<file path="config.mk">
export PLATFORM = sky130hd
export DESIGN_NAME = hazard_ctrl
export DESIGN_NICKNAME = d
export VERILOG_FILES = /design/src/rtl/hazard_ctrl.sv
export SDC_FILE = /design/constraint.sdc
export NUM_CORES = 1
export LEC_CHECK = 0
export ABC_CLOCK_PERIOD_IN_PS = 1900
export BUFFER_PORTS_ARGS = -buffer_cell sky130_fd_sc_hd__buf_2
export CAP_MARGIN = 5
export CELL_PAD_IN_SITES_DETAIL_PLACEMENT = 0
export CELL_PAD_IN_SITES_GLOBAL_PLACEMENT = 2
export CORE_ASPECT_RATIO = 0.8
export CORE_UTILIZATION = 28
export DETAILED_ROUTE_END_ITERATION = 8
export PLACE_DENSITY_LB_ADDON = 0.3
export SLEW_MARGIN = 5
export SYNTH_ARGS = -nofsm -noshare
export SYNTH_HDL_FRONTEND = slang
export SYNTH_SLANG_ARGS = --single-unit
</file>
<file path="constraint.sdc">
create_clock -name clk -period 1.9 [get_ports clk]
set_input_delay 0.095 -clock clk [delete_from_list [all_inputs] [get_ports clk]]
set_output_delay 0.095 -clock clk [all_outputs]
set_load 0.01 [all_outputs]
</file>
<file path="src/rtl/hazard_ctrl.sv">
// Pipeline hazard controller: load-use/RAW stall detection, branch flush FSM and saturating perf counters.
// Build option: define FORWARD_EN to restrict stalls to load-use hazards on the ID/EX stage only.
module hazard_ctrl (
    input  logic        clk,
    input  logic        rst,
    input  logic [4:0]  src1_id,
    input  logic [4:0]  src2_id,
    input  logic        two_src_id,
    input  logic [4:0]  ex_dest,
    input  logic        ex_wb_en,
    input  logic        ex_mem_r_en,
    input  logic [4:0]  mem_dest,
    input  logic        mem_wb_en,
    input  logic        br_taken,
    output logic        freeze,
    output logic        ifid_flush,
    output logic        idex_bubble,
    output logic [1:0]  state,
    output logic [15:0] stall_cnt,
    output logic [15:0] flush_cnt
);

    typedef enum logic [1:0] {
        RUN     = 2'b00,
        STALL   = 2'b01,
        FLUSH   = 2'b10,
        ILLEGAL = 2'b11
    } state_t;

    state_t      r_state;
    state_t      w_next;
    logic        w_hazard;
    logic        w_freeze;
    logic        w_flush;
    logic        w_bubble;
    logic [15:0] r_stall_cnt;
    logic [15:0] r_flush_cnt;

    // R0 is hardwired to zero, so a match on it is never a dependency.
    function automatic logic src_match(input logic [4:0] s1, input logic [4:0] s2,
                                       input logic two, input logic [4:0] dest);
        return (dest != 5'd0) && ((s1 == dest) || (two && (s2 == dest)));
    endfunction

`ifdef FORWARD_EN
    logic w_unused_mem;
    assign w_unused_mem = ^{mem_dest, mem_wb_en};
    assign w_hazard = ex_mem_r_en & ex_wb_en & src_match(src1_id, src2_id, two_src_id, ex_dest);
`else
    assign w_hazard = (ex_wb_en  & src_match(src1_id, src2_id, two_src_id, ex_dest)) |
                      (mem_wb_en & src_match(src1_id, src2_id, two_src_id, mem_dest));
`endif

    // State register.
    always_ff @(posedge clk or posedge rst) begin
        if (rst) begin
            r_state <= RUN;
        end else begin
            r_state <= w_next;
        end
    end

    // Next-state and raw control outputs; a taken branch always beats a stall.
    always_comb begin
        w_next   = RUN;
        w_freeze = 1'b0;
        w_flush  = 1'b0;
        w_bubble = 1'b0;
        case (r_state)
            RUN, STALL: begin
                if (br_taken) begin
                    w_flush  = 1'b1;
                    w_bubble = 1'b1;
                    w_next   = FLUSH;
                end else if (w_hazard) begin
                    w_freeze = 1'b1;
                    w_bubble = 1'b1;
                    w_next   = STALL;
                end else begin
                    w_next   = RUN;
                end
            end
            FLUSH: begin
                w_flush  = 1'b1;
                w_bubble = 1'b1;
                w_next   = RUN;
            end
            default: begin
                w_next = RUN;
            end
        endcase
    end

    // Outputs are forced quiet for the whole reset window, not just at the edge.
    always_comb begin
        if (rst) begin
            freeze      = 1'b0;
            ifid_flush  = 1'b0;
            idex_bubble = 1'b0;
        end else begin
            freeze      = w_freeze;
            ifid_flush  = w_flush;
            idex_bubble = w_bubble;
        end
    end

    // Saturating stall counter.
    always_ff @(posedge clk or posedge rst) begin
        if (rst) begin
            r_stall_cnt <= 16'd0;
        end else if (w_freeze && (r_stall_cnt != 16'hFFFF)) begin
            r_stall_cnt <= r_stall_cnt + 16'd1;
        end
    end

    // Saturating flush counter.
    always_ff @(posedge clk or posedge rst) begin
        if (rst) begin
            r_flush_cnt <= 16'd0;
        end else if (w_flush && (r_flush_cnt != 16'hFFFF)) begin
            r_flush_cnt <= r_flush_cnt + 16'd1;
        end
    end

    assign state     = r_state;
    assign stall_cnt = r_stall_cnt;
    assign flush_cnt = r_flush_cnt;

endmodule

</file>
==> impl_metrics.prom <==
# TYPE chip_impl_metric gauge
chip_impl_info{name="run_status",value="complete, no violations"} 1
chip_impl_metric{name="drc",unit=""} 0
chip_impl_info{name="cp_top_family",value="simple AND/OR/NAND/NOR gates"} 1
chip_impl_metric{name="ant_nets",unit=""} 0
chip_impl_metric{name="synthAdderAreaFrac",unit="%"} 1.24
chip_impl_metric{name="flow.area_growth_from_synthesis",unit="%"} 35.7
chip_impl_metric{name="min_period",unit="ps"} 1820
chip_impl_metric{name="globalRoute.totalOverflow",unit=""} 0
chip_impl_metric{name="die-area",unit="sq um"} 7530
chip_impl_info{name="cts_tree",value="built"} 1
chip_impl_metric{name="n_antenna_cell",unit=""} 0
chip_impl_info{name="synth.top_cells.by_count",value="dfrtp_1 (34), xor2_1 (24), xnor2_1 (22)"} 1
chip_impl_metric{name="detailedRoute.firstIterationViolations",unit=""} 63
chip_impl_metric{name="clock_sinks",unit=""} 34
chip_impl_metric{name="achievable-frequency",unit="MHz"} 550
chip_impl_metric{name="die_width",unit="um"} 96.8
chip_impl_metric{name="maximum_root_to_sink_buffer_count",unit=""} 2
chip_impl_info{name="timing.critical_path.to_type",value="flip-flop"} 1
chip_impl_metric{name="synth_area_per_cell",unit="sq um"} 10.5
chip_impl_metric{name="maximum_number_of_pins_on_one_net_before_global_route_repair",unit=""} 19
chip_impl_metric{name="num_vias",unit=""} 1738
chip_impl_info{name="timing.critical_path.from_type",value="flip-flop"} 1
chip_impl_metric{name="yosys_warnings",unit=""} 0
chip_impl_info{name="timing_worst_setup_path_type",value="reg -> reg"} 1
chip_impl_metric{name="yosys.area.top_type_share",unit="%"} 42.3
chip_impl_info{name="largest_family_of_logic_cells_by_synthesized_area",value="simple AND/OR/NAND/NOR gates"} 1
chip_impl_metric{name="number_of_synthesized_flops_with_an_enable_pin",unit=""} 0
chip_impl_metric{name="yosys.area_share.simple",unit="%"} 25.4
chip_impl_metric{name="report.final.hold_viol_count",unit=""} 0
chip_impl_metric{name="tritoncts.num_buffers",unit=""} 5
chip_impl_metric{name="post_drt_via_cell_ratio",unit=""} 4.70
chip_impl_metric{name="die-height",unit="um"} 77.8
chip_impl_metric{name="core",unit="sq um"} 6930
chip_impl_metric{name="fraction_of_the_mapped_netlist_area_in_compound_gates",unit="%"} 6.84
chip_impl_metric{name="globalRouteTotalUtil",unit="%"} 13.4
chip_impl_metric{name="path_max_fanout",unit=""} 8
chip_impl_metric{name="crit_required",unit="ps"} 2060
chip_impl_metric{name="postPlaceCellArea",unit="sq um"} 2630
chip_impl_metric{name="synth_area",unit="sq um"} 2010
chip_impl_metric{name="power.share.switching",unit="%"} 32.0
chip_impl_metric{name="drtPass1Iterations",unit=""} 4
chip_impl_metric{name="p_leak",unit="uW"} 0.00129
chip_impl_metric{name="hpwlAfterDp",unit="mm"} 3.81
chip_impl_metric{name="yosysUniqueCellTypes",unit=""} 39
chip_impl_info{name="cells_along_the_critical_path",value="ha_2, nand3_2, or4_4, nor2_4, nor3_4, nand2_2, mux2_4"} 1
chip_impl_metric{name="vdd_ir_drop_max",unit="V"} 0.000289
chip_impl_metric{name="clock_power_share",unit="%"} 25.2
chip_impl_metric{name="cp_slowest_stage_delay",unit="ps"} 450
chip_impl_info{name="slowest_stage",value="or4_4"} 1
chip_impl_metric{name="std_cell_rows",unit=""} 27
chip_impl_metric{name="setup_viol_count_final",unit=""} 0
chip_impl_metric{name="fin_worst_skew",unit="ps"} 3.90
chip_impl_metric{name="synthesized_nets",unit=""} 220
chip_impl_metric{name="fin_cells",unit=""} 370
chip_impl_metric{name="power.density",unit="nW/um^2"} 770
chip_impl_metric{name="worst_skew_pair_latency",unit="ps"} 280
chip_impl_metric{name="critical_path.n_buffers_inverters",unit=""} 0
chip_impl_metric{name="top_level_ports",unit=""} 64
chip_impl_info{name="top_count_cell_post_synth",value="dfrtp_1"} 1
chip_impl_info{name="min_path_type",value="in -> reg"} 1
chip_impl_metric{name="routed_wire_length_per_instance",unit="um"} 13.0
chip_impl_metric{name="timing.critical_path.arrival",unit="ps"} 1980
chip_impl_metric{name="first_global_vias",unit=""} 1658
chip_impl_metric{name="ratio_of_cells_with_drive_above_1_in_the_final_layout",unit="%"} 43.1
chip_impl_metric{name="n_fill_cell",unit=""} 713
chip_impl_metric{name="seq_area_frac_synth",unit="%"} 42.3
chip_impl_metric{name="tightest_slew",unit="ps"} 491
chip_impl_metric{name="initial_core_util",unit="%"} 29.1
chip_impl_metric{name="max_cap_violations",unit=""} 0
chip_impl_info{name="synthTopCellsByArea",value="dfrtp_1 (42%), xor2_1 (10%), xnor2_1 (9.6%)"} 1
chip_impl_metric{name="final_net_count",unit=""} 313
chip_impl_metric{name="syn-instance-count",unit=""} 191
chip_impl_metric{name="fin_crit_sh",unit="%"} 95.7
chip_impl_info{name="ctsRootBufferMaster",value="clkbuf_8"} 1
chip_impl_metric{name="worst_setup_hold_path_clk_slew",unit="ps"} 70
chip_impl_metric{name="stdcell_area",unit="sq um"} 2730
chip_impl_metric{name="cell_internal_pwr",unit="uW"} 1430
chip_impl_info{name="synth_area_leader_cell",value="dfrtp_1"} 1
chip_impl_metric{name="p_sw",unit="uW"} 674
chip_impl_info{name="synth_ff_type",value="dfrtp_1"} 1
chip_impl_metric{name="synthMuxAreaShare",unit="%"} 1.31
chip_impl_metric{name="route.final.wire_length",unit="mm"} 4.81
chip_impl_metric{name="grt_first_pass_wirelength",unit="mm"} 8.13
chip_impl_metric{name="h-tree-depth",unit=""} 2
chip_impl_metric{name="synth_xor_area_share",unit="%"} 20.8
chip_impl_metric{name="place.port_buffers",unit=""} 62
chip_impl_metric{name="timing_max_transition_violations_final",unit=""} 0
chip_impl_metric{name="synth-async-reset-ratio",unit="%"} 100
chip_impl_metric{name="place_inst",unit=""} 363
chip_impl_metric{name="setup_tns",unit="ps"} 0
chip_impl_metric{name="finalWeightedCongestion",unit=""} 0.732
chip_impl_metric{name="yosys_register_bits",unit=""} 34
chip_impl_metric{name="worst_max_slew_margin_expressed_relative_to_the_limit",unit="%"} 67.2
chip_impl_metric{name="reg_power_share",unit="%"} 43.3
chip_impl_metric{name="pwr-share-comb",unit="%"} 31.5
chip_impl_metric{name="grt_antenna_before_repair",unit=""} 0
cell usage in the layout (no fill, tap or decap), types with 2 or more instances in the layout:
cell       n
nor2_1    12
or4_1      2
nor4_2     2
a211oi_2   2
nand3_2    7
xnor2_1   22
nand2_1   12
a31oi_1    2
dfrtp_1   33
inv_1      6
nor4_1     4
nand4_1   11
nand4_2    2
buf_4     24
buf_2     62
and2_1     3
a32oi_1    2
nand4b_1   2
xor2_1    24
o21ai_1    2
nand3_1    5
nor3_1     9
clkbuf_8   6
and3_1     4
cells by family (layout without fill, tap and decap cells):
| family | after synthesis | in the layout |
|---|---|---|
| DFF | 34 | 34 |
| muxes | 2 | 2 |
| and+or+nand+nor | 84 | 84 |
| xor gates and xnor gates | 47 | 47 |
| adders and majority gates | 2 | 2 |
| buffers and inverters | 8 | 100 |
| AOI/OAI and AO/OA | 14 | 14 |
cell type report:
cell class	instances	area, sq um	area share [%]
Multi-Input combinational cell	149	1150	41.9
Inverter	6	22.5	0.824
Timing Repair Buffer	88	520	19.0
Sequential cell	34	852	31.2
Clock buffer	6	82.6	3.02
Tap cell	87	109	3.98
power by group through the flow:
stage	clock (uW)	sequential, uW	combinational [uW]
after floorplan	0	1000	268
after global placement	0	924	669
after detailed placement	0	925	672
after CTS	558	912	676
after global routing	583	933	743
final	529	912	663
per-stage QoR:
| stage | total power [uW] | utilization [%] | worst slack, ps | hold slack (ps) |
|---|---|---|---|---|
| after CTS | 2150 | 39.3 | 58.0 | 110 |
| after detailed placement | 1600 | 38.0 | 70.5 | 244 |
| after global placement | 1590 | 38.0 | 90.6 | 257 |
| after floorplan | 1270 | - | -18.3 | 224 |
| final | 2100 | 39.5 | 81.5 | 117 |
| after global routing | 2260 | 39.5 | -3.25 | 110 |
flip-flops by register name (all words and copies together) (netlist names):
name       flops
flush_cnt     16
stall_cnt     16
state          2
timing repair:
item | CTS | global route
hold buffers | 1 | 0
hold endpoints to repair | 34 | 0
endpoints found under the setup margin | 0 | 4
resized for setup | 0 | 3
setup buffers | 0 | 0
metal layers:
layer | GRT usage [%] | share of wire, % | up-vias
met5 | 0 | 0 | -
li1 | - | - | 864
met1 | 20.3 | 54 | 827
met3 | 2.79 | 4.2 | 4
met4 | 4.03 | 0.73 | 0
met2 | 18.9 | 41 | 43
worst paths after layout:
check,slack (ps),endpoint,cells after the start,startpoint
worst max-delay path,80,stall_cnt[1],7,stall_cnt[0]
worst min-delay path,120,state[1],2,br_taken
worst max register to register,80,stall_cnt[1],7,stall_cnt[0]
worst min register to register,500,stall_cnt[15],1,stall_cnt[15]
max in group asynchronous,1190,state[1],4,rst
min in group asynchronous,490,flush_cnt[3],4,rst
Note: power is estimated with default switching activity, not from simulation.
